==> config.mk <==
export PLATFORM = sky130hd
export DESIGN_NAME = ysyx_25020047_lsu
export DESIGN_NICKNAME = d
export VERILOG_FILES = /design/src/rtl/ysyx_25020047_pkg.sv /design/src/rtl/ysyx_25020047_LSU_align.sv /design/src/rtl/ysyx_25020047_lsu.sv
export SDC_FILE = /design/constraint.sdc
export NUM_CORES = 1
export LEC_CHECK = 0
export ABC_CLOCK_PERIOD_IN_PS = 4700
export BUFFER_PORTS_ARGS = -buffer_cell sky130_fd_sc_hd__buf_2
export CAP_MARGIN = 20
export CORE_AREA = 8 8 131 133
export CTS_CLUSTER_SIZE = 28
export DETAILED_ROUTE_END_ITERATION = 6
export DIE_AREA = 0 0 139 141
export GPL_ROUTABILITY_DRIVEN = 1
export MAX_ROUTING_LAYER = met4
export PLACE_DENSITY_LB_ADDON = 0.15
export SYNTH_ARGS = -nofsm -noshare
export SYNTH_HDL_FRONTEND = slang
export SYNTH_SLANG_ARGS = --single-unit
export TNS_END_PERCENT = 1
==> constraint.sdc <==
create_clock -name clk -period 4.7 [get_ports clk]
set_input_delay 0.705 -clock clk [delete_from_list [all_inputs] [get_ports clk]]
set_output_delay 0.705 -clock clk [all_outputs]
set_load 0.05 [all_outputs]
==> src/rtl/ysyx_25020047_pkg.sv <==
// Shared LSU definitions: one-hot inst_type opcodes, FSM states and decoded memory op.
package ysyx_25020047_pkg;

    localparam logic [31:0] INST_LW  = 32'h0000_0020;
    localparam logic [31:0] INST_LBU = 32'h0000_0040;
    localparam logic [31:0] INST_SW  = 32'h0000_0080;
    localparam logic [31:0] INST_SB  = 32'h0000_0100;

    typedef enum logic [1:0] {
        S_IDLE,
        S_REQ,
        S_WAIT,
        S_DONE
    } lsu_state_e;

    typedef enum logic [2:0] {
        OP_NONE,
        OP_LW,
        OP_LBU,
        OP_SW,
        OP_SB
    } mem_op_e;

    // Anything that is not exactly one of the memory opcodes passes through as a non-memory op.
    function automatic mem_op_e decode_op(input logic [31:0] inst_type);
        mem_op_e op;
        case (inst_type)
            INST_LW:  op = OP_LW;
            INST_LBU: op = OP_LBU;
            INST_SW:  op = OP_SW;
            INST_SB:  op = OP_SB;
            default:  op = OP_NONE;
        endcase
        return op;
    endfunction

    function automatic logic is_store(input mem_op_e op);
        return (op == OP_SW) || (op == OP_SB);
    endfunction

endpackage

==> src/rtl/ysyx_25020047_LSU_align.sv <==
// Combinational byte-lane logic: load extraction/zero-extension and store mask/data replication.
module ysyx_25020047_LSU_align
    import ysyx_25020047_pkg::*;
(
    input  mem_op_e     op,
    input  logic [1:0]  byte_sel,
    input  logic [31:0] st_data,
    input  logic [31:0] rdata,
    output logic [3:0]  wmask,
    output logic [31:0] wdata,
    output logic [31:0] load_data
);

    always_comb begin
        wmask     = '0;
        wdata     = '0;
        load_data = '0;
        case (op)
            OP_LW:  load_data = rdata;
            OP_LBU: load_data = {24'b0, rdata[{byte_sel, 3'b000} +: 8]};
            OP_SW: begin
                wmask = 4'b1111;
                wdata = st_data;
            end
            OP_SB: begin
                wmask = 4'b0001 << byte_sel;
                wdata = {4{st_data[7:0]}};
            end
            default: ;
        endcase
    end

endmodule

==> src/rtl/ysyx_25020047_lsu.sv <==
// Load/store unit: one outstanding access over a req/gnt/rvalid memory port with
// misalignment and timeout aborts, result handed to writeback via valid/ready.
module ysyx_25020047_lsu
    import ysyx_25020047_pkg::*;
#(
    parameter int unsigned TIMEOUT_CYC = 255,
    parameter int unsigned ADDR_W      = 32
) (
    input  logic              clk,
    input  logic              rst,
    input  logic              in_valid,
    output logic              in_ready,
    input  logic [31:0]       inst_type,
    input  logic [31:0]       addr,
    input  logic [31:0]       st_data,
    output logic              mem_req,
    output logic              mem_we,
    output logic [ADDR_W-1:0] mem_addr,
    output logic [31:0]       mem_wdata,
    output logic [3:0]        mem_wmask,
    input  logic              mem_gnt,
    input  logic              mem_rvalid,
    input  logic [31:0]       mem_rdata,
    output logic              out_valid,
    output logic [31:0]       memdata,
    input  logic              out_ready,
    output logic              misalign,
    output logic              timeout
);

    lsu_state_e        state, state_next;
    mem_op_e           op_in, op_q;
    logic [ADDR_W-1:0] addr_q;
    logic [31:0]       st_data_q;
    logic [7:0]        cnt;
    logic [31:0]       memdata_q;
    logic              misalign_q, timeout_q;
    logic              accept, in_misalign, resp, expired;
    logic [3:0]        wmask;
    logic [31:0]       wdata, load_data;

    assign op_in       = decode_op(inst_type);
    assign accept      = in_valid && (state == S_IDLE);
    assign in_misalign = ((op_in == OP_LW) || (op_in == OP_SW)) && (addr[1:0] != 2'b00);
    // Responses only count while granted in REQ or waiting in WAIT; stray acks elsewhere are dropped.
    assign resp        = mem_rvalid && (((state == S_REQ) && mem_gnt) || (state == S_WAIT));
    assign expired     = (32'(cnt) + 32'd1) >= TIMEOUT_CYC;

    ysyx_25020047_LSU_align u_align (
        .op        (op_q),
        .byte_sel  (addr_q[1:0]),
        .st_data   (st_data_q),
        .rdata     (mem_rdata),
        .wmask     (wmask),
        .wdata     (wdata),
        .load_data (load_data)
    );

    always_ff @(posedge clk or posedge rst) begin
        if (rst) state <= S_IDLE;
        else     state <= state_next;
    end

    always_comb begin
        state_next = state;
        case (state)
            S_IDLE: begin
                if (accept) state_next = ((op_in == OP_NONE) || in_misalign) ? S_DONE : S_REQ;
            end
            S_REQ: begin
                if (resp || expired) state_next = S_DONE;
                else if (mem_gnt)    state_next = S_WAIT;
            end
            S_WAIT: begin
                if (resp || expired) state_next = S_DONE;
            end
            S_DONE: begin
                if (out_ready) state_next = S_IDLE;
            end
            default: state_next = S_IDLE;
        endcase
    end

    always_ff @(posedge clk or posedge rst) begin
        if (rst) begin
            op_q       <= OP_NONE;
            addr_q     <= '0;
            st_data_q  <= '0;
            cnt        <= '0;
            memdata_q  <= '0;
            misalign_q <= 1'b0;
            timeout_q  <= 1'b0;
        end else begin
            case (state)
                S_IDLE: begin
                    if (accept) begin
                        op_q       <= op_in;
                        addr_q     <= addr[ADDR_W-1:0];
                        st_data_q  <= st_data;
                        cnt        <= '0;
                        memdata_q  <= '0;
                        misalign_q <= in_misalign;
                        timeout_q  <= 1'b0;
                    end
                end
                S_REQ, S_WAIT: begin
                    if (cnt != 8'hFF) cnt <= cnt + 8'd1;
                    // A response in the final allowed cycle still wins over the timeout.
                    if (resp) begin
                        memdata_q <= load_data;
                    end else if (expired) begin
                        memdata_q <= '0;
                        timeout_q <= 1'b1;
                    end
                end
                default: ;
            endcase
        end
    end

    assign in_ready  = (state == S_IDLE);
    assign mem_req   = (state == S_REQ);
    assign mem_we    = mem_req && is_store(op_q);
    assign mem_addr  = {addr_q[ADDR_W-1:2], 2'b00};
    assign mem_wmask = mem_req ? wmask : '0;
    assign mem_wdata = mem_req ? wdata : '0;
    assign out_valid = (state == S_DONE);
    assign memdata   = memdata_q;
    assign misalign  = misalign_q;
    assign timeout   = timeout_q;

endmodule
==> flow_summary.ini <==
[cts]
ctsResizeCount = 0
cts_buffer_depth = 2
post_cts_buffers = 0
cts_buffers = 9
cts-root-buf = clkbuf_16
postCtsHoldBufs = 0
clkTransAtPathRegs_ns = 0.07
clk_latency_ns = 0.36
h-tree-depth = 3
clock_sinks = 111
cts_tree = built

[synthesis]
syn_avg_cell_area_um2 = 11.3
synth-async-reset-ratio = 1.00
yosys_most_used_dff = dfrtp_1
synth_top_cell_by_area = dfrtp_1
ys_warn_count = 0
netlist_top_cells_area = dfrtp_1, mux2_2, a22o_1
ys_ff_latch = 111
synth_area_mm2 = 0.00562
synth_edf_count = 0
synth_cell_types = 49
yosysSeqAreaShare = 0.494
netlist_instances = 496
yosysTopAreaCellShare = 0.494

[sta]
rsz0062_at_grt = no
setup_viol = 0
finalSetupTns_ns = 0
fmax_mhz = 327
worst_slew_pin_slew_ns = 0.899
slew_headroom = 0.401
drv_slew = 0
period_share = 0.650
finalHoldViolCount = 0
clock_skew_ns = 0.0105
layout_min_cycle_time_ns = 3.06

[power_and_ir_drop]
cellPowerDensity_mw_per_mm2 = 571
leakage_nw = 3.53
ir_drop_mv = 0.382

[detailed_routing]
viasPerCell = 5.10
drc_errors = 0
first_pass_iters = 6
drt_wl_total_mm = 16.4
wl_per_cell_um = 18.5
vias = 4536
drt-initial-drc-count = 204
postRouteAntennaNets = 0

[global_route]
grt_start_max_net_pins = 84
grt_antenna_before_repair = 3
grt_usage = 0.170
overflow = 0
grt_pass1_wl_mm = 26.0
grt_pass1_vias = 4834

[layout]
multiInputGateArea_mm2 = 0.00248
fin_cells = 889
drive_gt1_frac = 0.499
final_nets = 833
areaGrowthSynthToFinish_pct = 26.1
fillers = 1411
seqCellArea_mm2 = 0.00278

[run_status]
outcome = completed

[floorplanning]
fp-row-count = 45
ios = 240
fp.dieW_um = 139
dieArea_mm2 = 0.0196
fp.coreArea_mm2 = 0.0150
start_util = 0.375
die_y_um = 141

[critical_path]
required_ns = 3.99
criticalPathCategory = reg -> out
path_max_fanout = 13
cp-end-kind = output pin
crit_arrival_ns = 2.35
crit_path_start_kind = flop

[placed_design]
io_buffers = 237
dp.cells = 868
gp_congestion = 0.770
dp_hpwl_mm = 12.4

[flow_run]
drv_cap = 0

[min_path]
hold_class = in -> async
## metal layers
layer,vias up,track usage,share of wire
met3,16,0.0628,0.074
li1,2140,-,-
met1,2202,0.206,0.45
met2,178,0.262,0.47
met4,0,0.0497,0.014
met5,-,-,0
## critical path: stages (launching register included)
cell and delay (ns):
dfrtp_1 0.43, nor3b_2 0.74, o21a_1 0.39, and2_1 0.17, buf_2 0.27
## layout by cell type, fill, tap and decap left out, types with 8 or more instances in the layout
cell type    n
buf_2      237
a21boi_0    25
and2_1       9
o21ai_0      9
o31ai_1      8
a22o_1      41
nor4_1       9
nand2_1     63
dfrtp_1    111
mux2_2      74
clkbuf_16    9
nor2_1      10
## flip-flops by register name, summed over array words and instances (netlist names)
| name | cells |
|---|---|
| addr_q | 32 |
| memdata | 32 |
| st_data_q | 32 |
| cnt | 8 |
| op_q | 3 |
| state | 2 |
| misalign | 1 |
| timeout | 1 |
## Yosys cell counts (all sizes together) (2+ instances only)
cell and count:
nor3 4, mux2 80, nand2 64, o21ai 11, dfrtp 111, clkbuf 15
xnor2 3, mux2i 4, nor4 9, a21oi 6, buf 44, a21boi 25
o31ai 8, nor2 11, or3 3, inv 6, and2 9, o41ai 2
nor2b 4, nor3b 2, nand3 4, nand2b 4, a31oi 2, o21a 3
ha 6, a22o 41
## metrics by stage
step	hold WS, ns	setup WS [ns]	area [um^2]	utilization	total power, mW
after global placement	0.463	1.82	6750	0.450	3.29
after CTS	0.497	1.40	7040	0.470	4.10
after detailed placement	0.474	1.80	6750	0.450	3.33
after floorplan	0.451	1.06	5630	-	3.08
after global routing	0.319	1.43	7090	0.473	4.29
final	0.312	1.64	7090	0.473	4.05
## logic make-up (layout without fill, tap and decap cells)
kind of cell	after synthesis	count (layout)	synth area share
AOI/OAI and AO/OA	107	107	0.148
xor gates and xnor gates	3	3	0.00467
adders and majority gates	6	6	0.0134
buffers and inverters	65	266	0.0672
DFF	111	111	0.494
muxes	84	84	0.171
other	1	5	0.000667
and+or+nand+nor	119	119	0.101
## worst paths after layout
kind | start | slack, ns | to | cells past startpoint
worst max-delay path | op_q[1] | 1.64 | mem_wdata[7] | 4
worst min-delay path | rst | 0.31 | addr_q[3] | 2
worst max register to register | state[1] | 2.03 | memdata[1] | 7
worst min register to register | misalign | 0.50 | misalign | 2
max in group asynchronous | rst | 3.34 | memdata[4] | 4
min in group clk | misalign | 0.50 | misalign | 2
## power by group
group	total [mW]	switching, mW	internal (mW)
Sequential	1.47	0.206	1.26
Clock	0.753	0.361	0.392
Combinational	1.83	1.17	0.659
## final cells by class
type / count / area share
multi-input combinational: 321 / 0.351
sequential: 111 / 0.392
antenna: 3 / 0.00106
timing repair buffer: 244 / 0.179
inverter: 6 / 0.00353
clock buffer: 11 / 0.0357
tap: 188 / 0.0332
clock inverter: 5 / 0.00530
No activity file was read; power rests on OpenSTA's default activity.
